### config.mk
export PLATFORM = sky130hd
export DESIGN_NAME = uart_rx_fifo
export DESIGN_NICKNAME = d
export VERILOG_FILES = /design/src/rtl/uart_rx_fifo.sv
export SDC_FILE = /design/constraint.sdc
export NUM_CORES = 1
export LEC_CHECK = 0
export ABC_CLOCK_PERIOD_IN_PS = 7700
export CORE_UTILIZATION = 35
export CTS_CLUSTER_SIZE = 28
export DETAILED_ROUTE_END_ITERATION = 7
export DONT_BUFFER_PORTS = 1
export HOLD_SLACK_MARGIN = 0.08
export PLACE_DENSITY_LB_ADDON = 0.2
export SETUP_SLACK_MARGIN = 0.05
export SLEW_MARGIN = 30
export SYNTH_ARGS = -nofsm -noshare
export SYNTH_HDL_FRONTEND = slang
export SYNTH_SLANG_ARGS = --single-unit
### constraint.sdc
create_clock -name clk -period 7.7 [get_ports clk]
set_input_delay 1.54 -clock clk [delete_from_list [all_inputs] [get_ports clk]]
set_output_delay 1.54 -clock clk [all_outputs]
set_load 0.005 [all_outputs]
### src/rtl/uart_rx_fifo.sv
// rtl/uart_rx_fifo.sv - UART receiver feeding a first-word-fall-through receive FIFO with sticky error flags
module uart_rx_fifo #(
  parameter int DATA_BITS  = 8,
  parameter int PARITY     = 0,
  parameter int STOP_BITS  = 1,
  parameter int FIFO_DEPTH = 16
) (
  input  logic                         clk,
  input  logic                         resetn,
  input  logic                         ser_rx,
  input  logic [15:0]                  cfg_div,
  input  logic                         rd_en,
  output logic [DATA_BITS-1:0]         rd_data,
  output logic                         rd_valid,
  output logic [$clog2(FIFO_DEPTH):0]  fifo_count,
  input  logic                         err_clr,
  output logic                         frame_err,
  output logic                         parity_err,
  output logic                         overrun
);

  localparam int AW = $clog2(FIFO_DEPTH);
  localparam int CW = AW + 1;
  localparam logic [3:0] LAST_BIT  = 4'(DATA_BITS - 1);
  localparam logic       LAST_STOP = (STOP_BITS == 2);

  typedef enum logic [2:0] {ST_IDLE, ST_START, ST_DATA, ST_PARITY, ST_STOP} state_t;

  state_t               state;
  logic                 sync1, sync2, rx_prev;
  logic                 rx_s, fall;
  logic [15:0]          eff_div, half_div, cnt;
  logic                 expire;
  logic [3:0]           bit_idx;
  logic                 stop_idx;
  logic [DATA_BITS-1:0] shreg;
  logic                 par_bad, frm_bad, frm_bad_now, par_exp;
  logic                 end_frame, wr_en;

  logic [DATA_BITS-1:0] mem [FIFO_DEPTH];
  logic [AW-1:0]        wr_ptr, rd_ptr;
  logic                 full, do_rd, do_wr;

  assign rx_s     = sync2;
  assign fall     = rx_prev & ~sync2;
  assign eff_div  = (cfg_div < 16'd4) ? 16'd4 : cfg_div;
  assign half_div = eff_div >> 1;
  assign expire   = (cnt <= 16'd1);
  assign par_exp  = (PARITY == 1) ? ~(^shreg) : (^shreg);

  // Two-flop synchronizer plus one extra stage for falling-edge detection; idle level is high
  always_ff @(posedge clk or negedge resetn) begin
    if (!resetn) begin
      sync1   <= 1'b1;
      sync2   <= 1'b1;
      rx_prev <= 1'b1;
    end else begin
      sync1   <= ser_rx;
      sync2   <= sync1;
      rx_prev <= sync2;
    end
  end

  // Receive FSM: bit timer reloads read cfg_div fresh, so a divider change only affects the next bit
  always_ff @(posedge clk or negedge resetn) begin
    if (!resetn) begin
      state    <= ST_IDLE;
      cnt      <= '0;
      bit_idx  <= '0;
      stop_idx <= 1'b0;
      shreg    <= '0;
      par_bad  <= 1'b0;
      frm_bad  <= 1'b0;
    end else begin
      case (state)
        ST_IDLE: begin
          if (fall) begin
            state <= ST_START;
            cnt   <= half_div;
          end
        end
        ST_START: begin
          if (expire) begin
            if (rx_s) begin
              state <= ST_IDLE;
            end else begin
              state   <= ST_DATA;
              cnt     <= eff_div;
              bit_idx <= '0;
              par_bad <= 1'b0;
              frm_bad <= 1'b0;
            end
          end else begin
            cnt <= cnt - 16'd1;
          end
        end
        ST_DATA: begin
          if (expire) begin
            shreg <= {rx_s, shreg[DATA_BITS-1:1]};
            cnt   <= eff_div;
            if (bit_idx == LAST_BIT) begin
              state    <= (PARITY != 0) ? ST_PARITY : ST_STOP;
              stop_idx <= 1'b0;
            end else begin
              bit_idx <= bit_idx + 4'd1;
            end
          end else begin
            cnt <= cnt - 16'd1;
          end
        end
        ST_PARITY: begin
          if (expire) begin
            par_bad <= (rx_s != par_exp);
            cnt     <= eff_div;
            state   <= ST_STOP;
          end else begin
            cnt <= cnt - 16'd1;
          end
        end
        ST_STOP: begin
          if (expire) begin
            if (!rx_s) frm_bad <= 1'b1;
            if (stop_idx == LAST_STOP) begin
              state <= ST_IDLE;
            end else begin
              stop_idx <= stop_idx + 1'b1;
              cnt      <= eff_div;
            end
          end else begin
            cnt <= cnt - 16'd1;
          end
        end
        default: state <= ST_IDLE;
      endcase
    end
  end

  // The last stop sample is folded in combinationally so a good frame is written on that same cycle
  assign end_frame   = (state == ST_STOP) && expire && (stop_idx == LAST_STOP);
  assign frm_bad_now = frm_bad | ~rx_s;
  assign wr_en       = end_frame & ~frm_bad_now & ~par_bad;

  assign full     = (fifo_count == CW'(FIFO_DEPTH));
  assign do_rd    = rd_en && (fifo_count != '0);
  assign do_wr    = wr_en && (!full || do_rd);
  assign rd_valid = (fifo_count != '0);
  assign rd_data  = rd_valid ? mem[rd_ptr] : '0;

  // FIFO storage; contents need no reset because the count gates visibility
  always_ff @(posedge clk) begin
    if (do_wr) mem[wr_ptr] <= shreg;
  end

  // FIFO pointers and occupancy; a read and write together leave the count unchanged
  always_ff @(posedge clk or negedge resetn) begin
    if (!resetn) begin
      wr_ptr     <= '0;
      rd_ptr     <= '0;
      fifo_count <= '0;
    end else begin
      if (do_wr) wr_ptr <= wr_ptr + 1'b1;
      if (do_rd) rd_ptr <= rd_ptr + 1'b1;
      case ({do_wr, do_rd})
        2'b10:   fifo_count <= fifo_count + 1'b1;
        2'b01:   fifo_count <= fifo_count - 1'b1;
        default: fifo_count <= fifo_count;
      endcase
    end
  end

  // Sticky error flags; a new error in the clear cycle keeps the flag set
  always_ff @(posedge clk or negedge resetn) begin
    if (!resetn) begin
      frame_err  <= 1'b0;
      parity_err <= 1'b0;
      overrun    <= 1'b0;
    end else begin
      if (end_frame && frm_bad_now) frame_err <= 1'b1;
      else if (err_clr)             frame_err <= 1'b0;
      if (end_frame && par_bad)     parity_err <= 1'b1;
      else if (err_clr)             parity_err <= 1'b0;
      if (wr_en && full && !do_rd)  overrun <= 1'b1;
      else if (err_clr)             overrun <= 1'b0;
    end
  end

endmodule
==> reports/metrics.yaml, run 1 <==
status:
  outcome: "completed"
timing:
  setup_viol_count_final: 0
  final.min_clock_period_ns: 4.47
  finalSetupTns_ns: 0
  highest_attainable_clock_frequency_ghz: 0.224
  max_slew_margin_pct: 36.7
  hold_viol: 0
  tightest_slew_ns: 0.947
  fin_crit_sh_pct: 58.1
  drv_slew: 0
  clock_skews_ns: 0.0120
  rsz0062_at_grt: "no"
die:
  overall_die_area_um2: 23700
  pin_count: 38
  start_util_pct: 35.6
  die_y_um: 154
  coreArea_um2: 22600
  die_width_um: 154
  floorplan.rows: 55
clock_tree:
  clk_path_buf_depth: 2
  clk_transition_reported_paths_ns: 0.07
  cts.repair_timing.setup_buffer_count: 0
  cts_root_buf: "clkbuf_16"
  cts-hold-fix-buffers: 0
  clk-insertion-delay-late_ns: 0.43
  post_cts_resized: 0
  cts_inserted_buffers: 17
  clkSinkCount: 180
  tritoncts: "built"
  htreeDepth: 4
routing:
  detail-route-antenna-nets: 0
  first_pass_iters: 5
  num_vias: 4529
  detail_route.drc_violations: 0
  initial_drc_count: 373
  wl_per_cell_um: 20.9
  totalWireLength_mm: 17.6
  vias_per_cell: 5.37
setup_path:
  critical_path.reg2reg.startpoint: "cnt[7]"
  timing.critical_path.to: "rd_data[3]"
  path_class: "flop to primary output"
  timing.rr.end: "mem[1][1]"
  crit_fanout: 19
  timing.reg2reg.worst_path_depth: 5
  crit_arrival_ns: 2.93
  critical_path.startpoint_type: "flop"
  cp.required_ns: 6.16
  worst-r2r-setup-slack_ns: 4.24
  setup.worst_path.end_class: "primary output"
  crit_start: "rd_ptr[0]"
finish:
  register_area_um2: 5150
  area_added_between_synthesis_and_finish_pct: 10.8
  num-nets-final: 579
  final_cell_mix: "edfxtp_1, nand2_1, dfrtp_1"
  post_route_cells_drive_above_1_share_pct: 19.1
  layout_commonest_cell: "edfxtp_1"
  final_core_utilization_pct: 39.5
  filler_cell_count: 2058
  antenna_cells_inserted: 0
  multi_input_comb_area_um2: 2800
power:
  cell_pwr_density_nw_per_um2: 255
  power.leakage_nw: 3.03
  vdd.ir_drop.worst_v: 0.000132
  design_power_total_mw: 2.28
yosys:
  async_reset_ff_share_pct: 28.9
  synth-seq-area-share_pct: 63.8
  post_synth.cell_area_avg_um2: 14.8
  synth_area_leader_cell: "edfxtp_1"
  postSynthCellCount: 547
  ys_types: 55
  yosys_warnings: 0
  synth_ff_type: "edfxtp_1"
  synth-edff-count: 128
  synth.area.top_cells: "edfxtp_1, dfrtp_1, mux4_2, xnor2_1, nand2_1"
  post-synth-top-area-fraction_pct: 47.6
  netlist_area_um2: 8070
  synth_seq_cells: 180
  mappedNetlistNets: 578
global_route:
  globalRoute.totalOverflow: 0
  grt_usage_pct: 15.8
  grt_first_pass_wirelength_mm: 27.5
  grt_antenna_before_repair: 0
  first_global_vias: 4513
  pin_count_of_the_biggest_net_entering_global_routing: 53
hold_path:
  worst_hold_path_class: "flop to flop"
  holdPathStages: 0
placed_design:
  gp_congestion: 0.802
  placement.io_buffers: 0
  dp_hpwl_mm: 11.3
run:
  max_cap_violations: 0
==> where the power goes <==
group	switching (mW)	internal (mW)	leakage [nW]	total, mW
Sequential	0.0668	1.07	1.88	1.14
Clock	0.389	0.423	0.261	0.812
Combinational	0.172	0.151	0.895	0.324
==> routing by layer <==
metal | part of all wire (%) | GRT usage (%) | wire length, um
met5 | 0 | 0 | 0
met4 | 0.72 | 4.24 | 127
met3 | 3.3 | 3.64 | 588
met2 | 50 | 26.1 | 8770
met1 | 46 | 21.0 | 8150
==> critical path: stages (launching register included) <==
cell and delay, ns:
dfrtp_2 0.78, buf_4 0.48, mux4_2 0.57, mux4_2 0.50
nor2b_1 0.17
==> worst min-delay path by stage <==
| stage | to | slack [ns] | from |
|---|---|---|---|
| 3_3_place_gp | rx_s | 0.36 | sync1 |
| 3_5_place_dp | rx_s | 0.36 | sync1 |
| 2_1_floorplan | rx_s | 0.35 | sync1 |
| 6_report | rx_s | 0.36 | sync1 |
| 5_1_grt | rx_s | 0.37 | sync1 |
| 4_1_cts | rx_s | 0.37 | sync1 |
==> cell families after synthesis <==
kind of cell	Yosys count	synth area share, %
compound gates	72	5.64
fa+ha+maj	10	1.55
flops	180	63.8
simple gates	163	10.6
xor+xnor	30	3.26
buf+inv	38	2.00
mux	54	13.1
==> Yosys cell counts, types with 3 or more instances <==
| master | count |
|---|---|
| a21oi_1 | 9 |
| edfxtp_1 | 128 |
| ha_1 | 10 |
| and2_1 | 9 |
| buf_2 | 6 |
| mux2_2 | 12 |
| nor4_1 | 7 |
| o21ai_1 | 10 |
| o21ai_0 | 22 |
| nor2b_1 | 13 |
| xor2_1 | 6 |
| nor3b_1 | 6 |
| nor2_1 | 34 |
| dfrtp_1 | 49 |
| nand2_1 | 48 |
| o31a_1 | 9 |
| nand3_1 | 6 |
| nand4_1 | 6 |
| xnor2_1 | 24 |
| or3_1 | 3 |
| nor3_1 | 13 |
| o31ai_1 | 4 |
| or4_1 | 3 |
| inv_1 | 15 |
| clkbuf_1 | 14 |
| o22ai_1 | 4 |
| dfstp_2 | 3 |
| mux4_2 | 40 |
==> sequential cells by signal, indices dropped and copies added (netlist names), 3 cells and up <==
name        count
mem           128
cnt            16
bit_idx         4
fifo_count      5
wr_ptr          4
shreg           8
rd_ptr          4
state           3
==> metrics by stage <==
stage | hold slack [ns] | worst slack [ns] | instances | area (um^2)
after floorplan | 0.345 | 4.08 | 547 | 8070
after global placement | 0.356 | 3.61 | 814 | 8390
after detailed placement | 0.355 | 3.57 | 814 | 8390
after CTS | 0.366 | 3.10 | 844 | 8930
after global routing | 0.368 | 3.05 | 844 | 8940
final | 0.363 | 3.23 | 844 | 8940
==> area by class of cell <==
cell class / count / area share [%]
multi-input combinational: 329 / 31.3
inverter: 15 / 0.630
clock inverter: 12 / 1.23
clock buffer: 18 / 4.80
tap: 285 / 3.99
sequential: 180 / 57.6
timing repair buffer: 5 / 0.420
Note: power is estimated with default switching activity, not from simulation.
==> run 2, diff against run 1 <==
ABC_CLOCK_PERIOD_IN_PS = 4700   (was 7700)
clock period = 4.7 ns   (was 7.7 ns; I/O delays follow)
==> reports/metrics.yaml, run 2 (synthesized netlist as in run 1, its figures left out) <==
status:
  outcome: "completed"
clock_tree:
  htreeDepth: 4
  cts_root_buf: "clkbuf_16"
  clk_transition_reported_paths_ns: 0.06
  cts-hold-fix-buffers: 0
  clkSinkCount: 180
  clk-insertion-delay-late_ns: 0.43
  cts_inserted_buffers: 17
  tritoncts: "built"
  cts.repair_timing.setup_buffer_count: 0
  post_cts_resized: 0
  clk_path_buf_depth: 2
finish:
  post_route_cells_drive_above_1_share_pct: 20.3
  num-nets-final: 590
  antenna_cells_inserted: 0
  largest_register: "mem"
  reg.largest.list: "mem: 128 flops, cnt: 16 flops, shreg: 8 flops"
  final_cell_mix: "edfxtp_1, nand2_1, dfrtp_1"
  layout_commonest_cell: "edfxtp_1"
  area_added_between_synthesis_and_finish_pct: 12.2
  largest_register_ff_count: 128
global_route:
  grt_antenna_before_repair: 0
  met2_usage_pct: 25.8
  grt_usage_pct: 15.9
  grt_use_met3_pct: 3.52
  pin_count_of_the_biggest_net_entering_global_routing: 53
  globalRoute.totalOverflow: 0
  grt-busiest-layer: "met2"
  first_global_vias: 4668
  grt_first_pass_wirelength_mm: 27.7
  groute.layer.met1.usage_pct: 21.1
timing:
  final.min_clock_period_ns: 3.50
  setup_slack_ns: 1.20
  finalSetupTns_ns: 0
  max_slew_margin_pct: 38.5
  tightest_slew_ns: 0.921
  rsz0062_at_grt: "no"
  clock_skews_ns: 0.0102
  hold_viol: 0
  finalHoldWorstSlack_ns: 0.206
  highest_attainable_clock_frequency_ghz: 0.286
  fin_crit_sh_pct: 74.5
  setup_viol_count_final: 0
  drv_slew: 0
setup_path:
  cp.required_ns: 3.76
  crit_slowest_cell: "mux4_2"
  crit_arrival_ns: 2.56
  cpLargestDelayFamily: "multiplexers"
  crit_fanout: 13
  critPathBufInv: 1
  setup.worst_path.end_class: "primary output"
  critical_path_cell_list: "buf_4, mux4_2, mux4_2, nor2b_1"
  cp_slowest_stage_delay_ns: 0.57
  critical_path.startpoint_type: "flop"
  cp_common_cell: "mux4_2"
  path_class: "flop to primary output"
routing:
  num_vias: 4585
  totalWireLength_mm: 17.5
  wl_per_cell_um: 20.4
  detail_route.drc_violations: 0
  first_pass_iters: 5
  initial_drc_count: 325
  vias_per_cell: 5.35
  detail-route-antenna-nets: 0
power:
  vdd.ir_drop.worst_v: 0.000218
  netSwitchingPower_mw: 1.03
  p_clk_share_pct: 37.6
  power.share.combinational_pct: 13.7
  power.leakage_nw: 3.11
  power.internal_mw: 2.81
  cell_pwr_density_nw_per_um2: 424
  power.share.sequential_pct: 48.7
  swShare_pct: 26.8
placed_design:
  dp_hpwl_mm: 11.7
  gp_congestion: 0.795
  placement.io_buffers: 0
  pre_cts_ws_ns: 1.45
die:
  start_util_pct: 35.6
  coreArea_um2: 22600
  die_y_um: 154
  die_width_um: 154
  pin_count: 38
  overall_die_area_um2: 23700
  floorplan.rows: 55
run:
  max_cap_violations: 0
hold_path:
  worst_hold_path_class: "input pin to async pin"
run 2: cell count changes in the layout (fill, tap and decap cells not counted), moves of 2 or more:
cell and delta:
buf_4 +11, bufinv_16 +2, inv_6 -5, nor3_1 +4
nor3_2 -4
run 2: worst paths after layout:
path / from / to / slack [ns] / cells after the start
max: rd_ptr[0] / rd_data[7] / 1.20 / 4
min: resetn / rd_ptr[3] / 0.21 / 0
max reg2reg: cnt[6] / mem[3][7] / 1.42 / 6
min reg2reg: sync1 / rx_s / 0.37 / 0
max in group asynchronous: resetn / rx_s / 4.29 / 0
min in group clk: sync1 / rx_s / 0.37 / 0
run 2: through the flow:
step | std cells | instance area (um^2) | power [mW] | utilization (%)
floorplan | 547 | 8070 | 2.32 | -
global placement | 825 | 8450 | 2.42 | 37.3
detailed placement | 825 | 8450 | 2.43 | 37.3
CTS | 857 | 9050 | 3.87 | 40.0
global route | 857 | 9050 | 4.02 | 40.0
finish | 857 | 9050 | 3.84 | 40.0
run 2: layout make-up:
| class | instances | area [um^2] |
|---|---|---|
| fill | 2053 | 13600 |
| sequential | 180 | 5150 |
| multi-input combinational | 329 | 2770 |
| clock buffer | 18 | 429 |
| tap | 285 | 357 |
| clock inverter | 14 | 171 |
| timing repair buffer | 16 | 120 |
| inverter | 15 | 56.3 |
run 2: power groups by stage:
stage	Sequential [mW]	Combinational, mW	Clock, mW
2_1_floorplan	1.87	0.451	0
3_3_place_gp	1.90	0.521	0
3_5_place_dp	1.90	0.529	0
4_1_cts	1.87	0.531	1.47
5_1_grt	1.89	0.601	1.54
6_report	1.87	0.527	1.44
run 2: metal layers:
metal | vias to the layer above | share of wire [%]
li1 | 2119 | -
met5 | - | 0
met2 | 84 | 49
met1 | 2358 | 45
met3 | 24 | 4.0
met4 | 0 | 1.6
run 2: worst register-to-register path, delay by kind of cell, from the launching register on:
kind,cells,cell delay [ns]
simple gates,5,2.23
flops,1,0.44
buf+inv,1,0.26
